<file path="src/rtl/spi_pkg.sv">
// Shared constants and state encoding for the SPI mode-0 master sequencer.
package spi_pkg;

   localparam int unsigned SPI_SIZE    = 8;
   localparam int unsigned SPI_CLK_DIV = 4;

   localparam logic [2:0] ST_IDLE  = 3'd0;
   localparam logic [2:0] ST_LOAD  = 3'd1;
   localparam logic [2:0] ST_LEAD  = 3'd2;
   localparam logic [2:0] ST_XFER  = 3'd3;
   localparam logic [2:0] ST_TRAIL = 3'd4;
   localparam logic [2:0] ST_DONE  = 3'd5;

   typedef enum logic [2:0] {
      StIdle  = ST_IDLE,
      StLoad  = ST_LOAD,
      StLead  = ST_LEAD,
      StXfer  = ST_XFER,
      StTrail = ST_TRAIL,
      StDone  = ST_DONE
   } spi_state_e;

endpackage

</file>
<file path="src/rtl/spi_sclk_gen.sv">
// SPI clock divider: Sclk toggles every CLK_DIV cycles while run_i is high,
// and sits at 0 with a cleared divider otherwise.
module spi_sclk_gen
   import spi_pkg::*;
#(
   parameter int unsigned CLK_DIV = SPI_CLK_DIV
) (
   input  logic clk_i,
   input  logic rst_i,
   input  logic run_i,
   output logic sclk_o,
   output logic rise_stb_o,
   output logic fall_stb_o
);

   localparam int unsigned DivW = $clog2(CLK_DIV);

   logic [DivW-1:0] div_q, div_d;
   logic            sclk_q, sclk_d;
   logic            tc;

   assign tc = run_i && (div_q == DivW'(CLK_DIV - 1));

   always_comb begin
      div_d  = div_q;
      sclk_d = sclk_q;
      if (!run_i) begin
         div_d  = '0;
         sclk_d = 1'b0;
      end else if (tc) begin
         div_d  = '0;
         sclk_d = ~sclk_q;
      end else begin
         div_d  = div_q + 1'b1;
      end
   end

   always_ff @(posedge clk_i) begin
      if (rst_i) begin
         div_q  <= '0;
         sclk_q <= 1'b0;
      end else begin
         div_q  <= div_d;
         sclk_q <= sclk_d;
      end
   end

   // Strobes mark the cycle whose closing edge moves Sclk.
   assign rise_stb_o = tc && !sclk_q;
   assign fall_stb_o = tc && sclk_q;
   assign sclk_o     = sclk_q;

endmodule

</file>
<file path="src/rtl/spi_master_ctrl.sv">
// SPI mode-0 master sequencer: strobes the TX shift register, drives Sclk/Cs_n
// and collects Miso into RxData, MSB first.
module spi_master_ctrl
   import spi_pkg::*;
#(
   parameter int unsigned SIZE    = SPI_SIZE,
   parameter int unsigned CLK_DIV = SPI_CLK_DIV
) (
   input  logic            clk_i,
   input  logic            rst_i,
   input  logic            start_i,
   input  logic            miso_i,
   output logic            load_o,
   output logic            en_o,
   output logic            sclk_o,
   output logic            cs_n_o,
   output logic            busy_o,
   output logic            done_o,
   output logic [SIZE-1:0] rx_data_o
);

   localparam int unsigned DivW = $clog2(CLK_DIV);
   localparam int unsigned CntW = $clog2(SIZE + 1);

   spi_state_e      state_q, state_d;
   logic [DivW-1:0] wait_q, wait_d;
   logic [CntW-1:0] bit_cnt_q, bit_cnt_d;
   logic [SIZE-1:0] rx_q, rx_d;
   logic [SIZE-1:0] rx_data_q, rx_data_d;
   logic            rise_stb, fall_stb;
   logic            wait_tc, last_fall;

   spi_sclk_gen #(
      .CLK_DIV (CLK_DIV)
   ) u_sclk_gen (
      .clk_i      (clk_i),
      .rst_i      (rst_i),
      .run_i      (state_q == StXfer),
      .sclk_o     (sclk_o),
      .rise_stb_o (rise_stb),
      .fall_stb_o (fall_stb)
   );

   assign wait_tc   = (wait_q == DivW'(CLK_DIV - 1));
   assign last_fall = fall_stb && (bit_cnt_q == CntW'(SIZE - 1));

   always_comb begin
      state_d   = state_q;
      wait_d    = '0;
      bit_cnt_d = bit_cnt_q;
      rx_d      = rx_q;
      rx_data_d = rx_data_q;
      unique case (state_q)
         StIdle: begin
            if (start_i) state_d = StLoad;
         end
         StLoad: begin
            bit_cnt_d = '0;
            state_d   = StLead;
         end
         StLead: begin
            wait_d = wait_q + 1'b1;
            if (wait_tc) begin
               wait_d  = '0;
               state_d = StXfer;
            end
         end
         StXfer: begin
            if (rise_stb) rx_d = {rx_q[SIZE-2:0], miso_i};
            if (fall_stb) bit_cnt_d = bit_cnt_q + 1'b1;
            if (last_fall) state_d = StTrail;
         end
         StTrail: begin
            wait_d = wait_q + 1'b1;
            // Capture on entry to DONE so RxData is already valid during Done.
            if (wait_tc) begin
               wait_d    = '0;
               rx_data_d = rx_q;
               state_d   = StDone;
            end
         end
         StDone: begin
            state_d = StIdle;
         end
         default: begin
            state_d = StIdle;
         end
      endcase
   end

   always_ff @(posedge clk_i) begin
      if (rst_i) begin
         state_q   <= StIdle;
         wait_q    <= '0;
         bit_cnt_q <= '0;
         rx_q      <= '0;
         rx_data_q <= '0;
      end else begin
         state_q   <= state_d;
         wait_q    <= wait_d;
         bit_cnt_q <= bit_cnt_d;
         rx_q      <= rx_d;
         rx_data_q <= rx_data_d;
      end
   end

   // The final falling toggle carries no En: the shifter has nothing left to present.
   assign en_o      = fall_stb && (bit_cnt_q < CntW'(SIZE - 1));
   assign load_o    = (state_q == StLoad);
   assign busy_o    = (state_q != StIdle);
   assign done_o    = (state_q == StDone);
   assign cs_n_o    = !((state_q == StLead) || (state_q == StXfer) || (state_q == StTrail));
   assign rx_data_o = rx_data_q;

endmodule
</file>
<file path="config.mk">
export PLATFORM = sky130hd
export DESIGN_NAME = spi_master_ctrl
export DESIGN_NICKNAME = d
export VERILOG_FILES = /design/src/rtl/spi_pkg.sv /design/src/rtl/spi_sclk_gen.sv /design/src/rtl/spi_master_ctrl.sv
export SDC_FILE = /design/constraint.sdc
export NUM_CORES = 1
export LEC_CHECK = 0
export ABC_AREA = 1
export CAP_MARGIN = 20
export CELL_PAD_IN_SITES_DETAIL_PLACEMENT = 2
export CELL_PAD_IN_SITES_GLOBAL_PLACEMENT = 2
export CORE_MARGIN = 2
export CORE_UTILIZATION = 32
export CTS_CLUSTER_DIAMETER = 50
export DETAILED_ROUTE_END_ITERATION = 6
export GPL_TIMING_DRIVEN = 0
export PLACE_DENSITY = 0.89
export SYNTH_ARGS = -nofsm -noshare
export SYNTH_HDL_FRONTEND = slang
export SYNTH_SLANG_ARGS = --single-unit
</file>
<file path="constraint.sdc">
create_clock -name clk_i -period 2.3 [get_ports clk_i]
set_clock_uncertainty 0.05 [all_clocks]
set_input_delay 0.46 -clock clk_i [delete_from_list [all_inputs] [get_ports clk_i]]
set_output_delay 0.46 -clock clk_i [all_outputs]
set_load 0.01 [all_outputs]
</file>
==> results.json <==
{
  "hold_viol_final": 0,
  "grt_pass1_wl_um": 5954,
  "finalSetupTns_ns": 0,
  "slew_viol_final": 0,
  "p_comb_share_pct": 26.5,
  "rows": 21,
  "synth_most_common_cell": "nor2_1",
  "grt_max_degree": 17,
  "nets": 183,
  "r2r-start": "state_q[0]",
  "p_seq_share_pct": 45.5,
  "setup_viol": 0,
  "hold_path.class": "register to register",
  "crit_path_end_kind": "output pin",
  "hold_depth": 1,
  "timing.hold.ws_ns": 0.3895,
  "r2r_cells": 5,
  "synth_top_area_cell": "dfxtp_1",
  "ys_warn_count": 0,
  "drive_gt1_share_pct": 11.43,
  "rsz0062_at_grt": "no",
  "cp.depth": 4,
  "path_cells": "inv_1 -> nand2_1 -> nor2_4 -> clkdlybuf4s50_1",
  "power.density_nw_per_um2": 807.8,
  "synth_edf_count": 0,
  "clkTransAtPathRegs_ns": 0.16,
  "die-area_um2": 4134,
  "tightestPinTransition_ns": 0.4198,
  "vias_per_cell": 5.009,
  "cts.path.max_buffers": 2,
  "hold_end": "u_sclk_gen.div_q[0]",
  "cp.arrival_ns": 1.68,
  "synth_cell_types": 21,
  "htreeDepth": 1,
  "outcome": "complete, no violations",
  "ys_seq_elements": 28,
  "fmax_mhz": 456.1,
  "gp_congestion": 0.7495,
  "core-area_um2": 3416,
  "p_clk_share_pct": 28.0,
  "cts_inserted_buffers": 3,
  "layout_min_cycle_time_ns": 2.192,
  "swShare_pct": 31.17,
  "cp-startpoint": "state_q[1]",
  "drt_first_pass_iters": 4,
  "drc_errors": 0,
  "fillCellCount": 409,
  "syn_to_final_growth_pct": 26.02,
  "p_sw_uw": 369.2,
  "rrSetupSlack_ns": 0.76,
  "max-vdd-ir-drop_v": 0.0003536,
  "power.internal_uw": 815.3,
  "cap_violations": 0,
  "critPathMaxFanout": 6,
  "cp_num_buf_inv": 2,
  "max_stage_delay_ns": 0.56,
  "clock-sinks": 28,
  "syn_area_um2": 1164,
  "drt-initial-drc-count": 57,
  "die_y_um": 64.30,
  "syn_avg_cell_area_um2": 7.556,
  "synth_seq_area_share_pct": 48.17,
  "leakagePower_uw": 0.0005877,
  "cts_tree": "yes",
  "wl_um": 3449,
  "grt_pass1_vias": 1201,
  "port_buffers": 17,
  "r2r-end": "rx_data_o[5]",
  "synth_ff_type": "dfxtp_1",
  "worstSetupPathType": "register to output pin",
  "die_w_um": 64.30,
  "clock-root-buffer": "clkbuf_4",
  "synth_area_leaders": "dfxtp_1, nor2_1, o21ai_0",
  "critical_path.slowest_cell": "clkdlybuf4s50_1",
  "postRouteAntennaNets": 0,
  "vias": 1107,
  "syn_nets": 161,
  "antenna_found_initial": 0,
  "antenna_cells": 0,
  "track_usage_pct": 18.51,
  "netlist_instances": 154,
  "clk_latency_ns": 0.33,
  "io-pin-count": 18,
  "synthArstFlopShare_pct": 0,
  "cp-start-kind": "register",
  "netlist_top_cells_count": "nor2_1, dfxtp_1, inv_1, o21ai_0, a21oi_1",
  "critPathRequiredTime_ns": 1.79,
  "dpl.hpwl_um": 2541,
  "path_delay_family": "buffers and inverters",
  "min_from": "u_sclk_gen.div_q[0]",
  "final.period_utilization_pct": 95.32,
  "maxSlewHeadroom_pct": 72.01,
  "start_util_pct": 34.07,
  "synth.top_cell.area_share_pct": 48.17,
  "wl_per_cell_um": 15.61,
  "grt_overflow": 0
}
-- state kept, by name (all words and copies together), names as in the netlist --
register / cells
rx_data_o: 8
bit_cnt_q: 4
rx_q: 8
state_q: 3
wait_q: 2
u_sclk_gen.sclk_o: 1
u_sclk_gen.div_q: 2
-- how the worst max path moves through the flow --
stage / to / slack (ns)
after detailed placement: en_o / 0.03
after floorplan: en_o / 0.62
after CTS: load_o / 0.02
after global routing: cs_n_o / 0.009
after global placement: en_o / 0.1
final: load_o / 0.11
-- logic make-up after synthesis --
group / after synthesis / synth area share, %
flops: 28 / 48.17
buf+inv: 22 / 7.204
fa+ha+maj: 3 / 3.226
simple gates: 66 / 25.81
compound gates: 35 / 15.59
-- repair_timing --
item                                    CTS  global route
hold buffers                              0             0
pin swaps                                 0             0
setup buffers                             0             0
gates resized for setup                   7             7
endpoints found under the setup margin    3             3
-- routing by layer --
layer	routed length [um]	global-route usage (%)	up-vias	share of wire, %
li1	-	-	541	-
met1	1517	23.21	550	44
met2	1834	33.72	14	53
met3	80	2.817	2	2.3
met4	17	3.191	0	0.49
met5	0	0	-	0
-- power by group through the flow --
stage / Sequential, uW / Combinational (uW) / Clock (uW)
global route: 543 / 356 / 366
detailed placement: 543 / 296 / 0
floorplan: 538 / 182 / 0
CTS: 541 / 305 / 334
global placement: 540 / 274 / 0
finish: 539 / 314 / 331
-- placed cells by master, fill, tap and decap left out, drive strengths merged --
master	count
nand2	15
bufinv	1
nand3b	1
dfxtp	28
inv	19
clkdlybuf4s50	16
clkbuf	6
nand3	9
nor4	1
o21ai	18
nand4	2
buf	1
a21oi	16
ha	3
nor3	2
nor2	35
and3	1
o21bai	1
-- layout make-up --
cell class	instances	area, um^2	area share [%]
tap	46	57.56	3.925
buffer	3	12.51	0.8532
clock buffer	3	22.52	1.536
sequential	28	569.3	38.82
inverter	19	73.82	5.034
timing repair buffer	17	165.2	11.26
clock inverter	1	30.03	2.048
multi-input combinational	104	535.5	36.52
-- stage by stage --
stage	instance area (um^2)	util (%)	total power, uW	worst slack, ns	std cells
3_5_place_dp	1391	40.73	839.2	0.03175	217
4_1_cts	1456	42.64	1180	0.02150	221
5_1_grt	1466	42.93	1265	0.009362	221
3_3_place_gp	1391	40.73	813.9	0.09557	217
2_1_floorplan	1164	-	720.1	0.6236	154
6_report	1466	42.93	1185	0.1076	221
Note: power is estimated with default switching activity, not from simulation.
==> edit, RTL diff (same flow settings) <==
Change the package constant `SPI_SIZE` from 8 to 4.
--- a/src/rtl/spi_pkg.sv
+++ b/src/rtl/spi_pkg.sv
@@ -3,3 +3,3 @@
 
-   localparam int unsigned SPI_SIZE    = 8;
+   localparam int unsigned SPI_SIZE    = 4;
    localparam int unsigned SPI_CLK_DIV = 4;
Interface: changed (resized rx_data_o); port bits go from 18 to 14. No check against the original RTL was run, so the function may have changed too.
==> edit against the unedited design <==
- final cell count shrank 26%
- maximum frequency up 2.6%
- worst setup slack better by 0.056 ns
- synthesized cell count is 25% lower
- sequential cell count is 9 lower
- synthesized area is 24% lower
- via count decreased by 25%
- wire length down 32%
- sequential power shrank 23%
- critical path type unchanged
- power is 24% lower
- largest cell class is now multi-input combinational cells
- final area down 26%
- die area down 23%
- critical path depth unchanged
==> edit: results (changes against the unedited design) <==
[yosys]
ys_ff_latch=19  ; -32%
synth_nets=123  ; -24%
synthTopCellsByCount=dfxtp_1, nand2_1, nor2_1, nand3_1
ys_seq_area_frac=0.431  ; -0.0511
syn_area_per_cell_um2=7.68  ; +1.7%
synth_cell_types=22  ; +4.8%
synth_area_leaders=dfxtp_1, nand3_1, nand2_1

[drt]
vias_per_cell=5.10  ; +1.8%
wl_met2_mm=1.22  ; -34%
drt-initial-drc-count=9  ; -84%
routed_wl_mm=2.33  ; -32%

[final_layout]
nClkBuffers=4  ; +1
fin_nets=141  ; -23%
n_all_inverters=13  ; -6
multi_input_area_share=0.417  ; +0.0520
regArea_um2=387  ; -32%
antennaDiodeCount=0  ; unchanged
buffers=14  ; -30%
clock_area_frac=0.0243  ; -0.0115
multi_input_cells=82  ; -21%
fillers=318  ; -22%
area_growth_pct=22.2

[grt]
grt_max_degree=11  ; -6
met3_usage=0.0230  ; -0.00513
gr-usage-met2=0.284  ; -0.0532
grt_pass1_vias=881  ; -27%
grt_pass1_wl_mm=4.10  ; -31%
grtUsageMet1=0.204  ; -0.0284

[pwr]
peakVddDrop_uv=538  ; +52%
p_leak_nw=0.439  ; -25%
power_frac_seq=0.457  ; +0.002
cellPowerDensity_mw_per_mm2=837  ; +3.7%
comb_power_share=0.355  ; +0.090

[worst_setup_path]
timing.rr.start=wait_q[0]
rr_worst_depth=7  ; +2
worstSetupStartpoint=state_q[2]

[placed_design]
gp_congestion=0.711  ; -5.2%
place_hpwl_mm=1.88  ; -26%
post_dp_cell_area_mm2=0.00105  ; -24%
portBuffers=13  ; -4
pre_cts_ws_ns=0.0313  ; -0.000411 ns

[clocking]
clk_latency_ns=0.29  ; -0.04 ns
cts.repair.resized=3  ; -4
clkTransAtPathRegs_ns=0.11  ; -0.05 ns

[sta]
maxSlewHeadroom=0.694  ; -0.0264

[outcome]
status=completed

==> edit: changes by cell type in the layout (fill, tap and decap cells not counted), moves of 4 or more <==
cell,before,now
dfxtp_1,25,16
inv_1,17,9
clkdlybuf4s50_1,16,12
nor2_1,30,16
o21ai_1,1,5
nor2_2,1,5
o21ai_0,17,1
a21oi_1,15,9
==> edit: worst paths after layout <==
kind,end,slack (ns)
max,load_o,0.16
min,u_sclk_gen.div_q[0],0.39
max reg2reg,state_q[2],0.93
min reg2reg,u_sclk_gen.div_q[0],0.39
==> edit: kinds of logic (layout without fill, tap and decap cells) <==
family,after synthesis,in the layout,share of synthesized area
compound gates,18,18,0.112
fa+ha+maj,4,4,0.0567
buf+inv,14,31,0.0595
flops,19,19,0.431
simple gates,60,60,0.341
==> edit: stage by stage <==
stage	std cells	hold slack, ns
global placement	159	0.356
floorplan	115	0.348
global route	163	0.402
CTS	163	0.396
finish	163	0.389
detailed placement	159	0.380
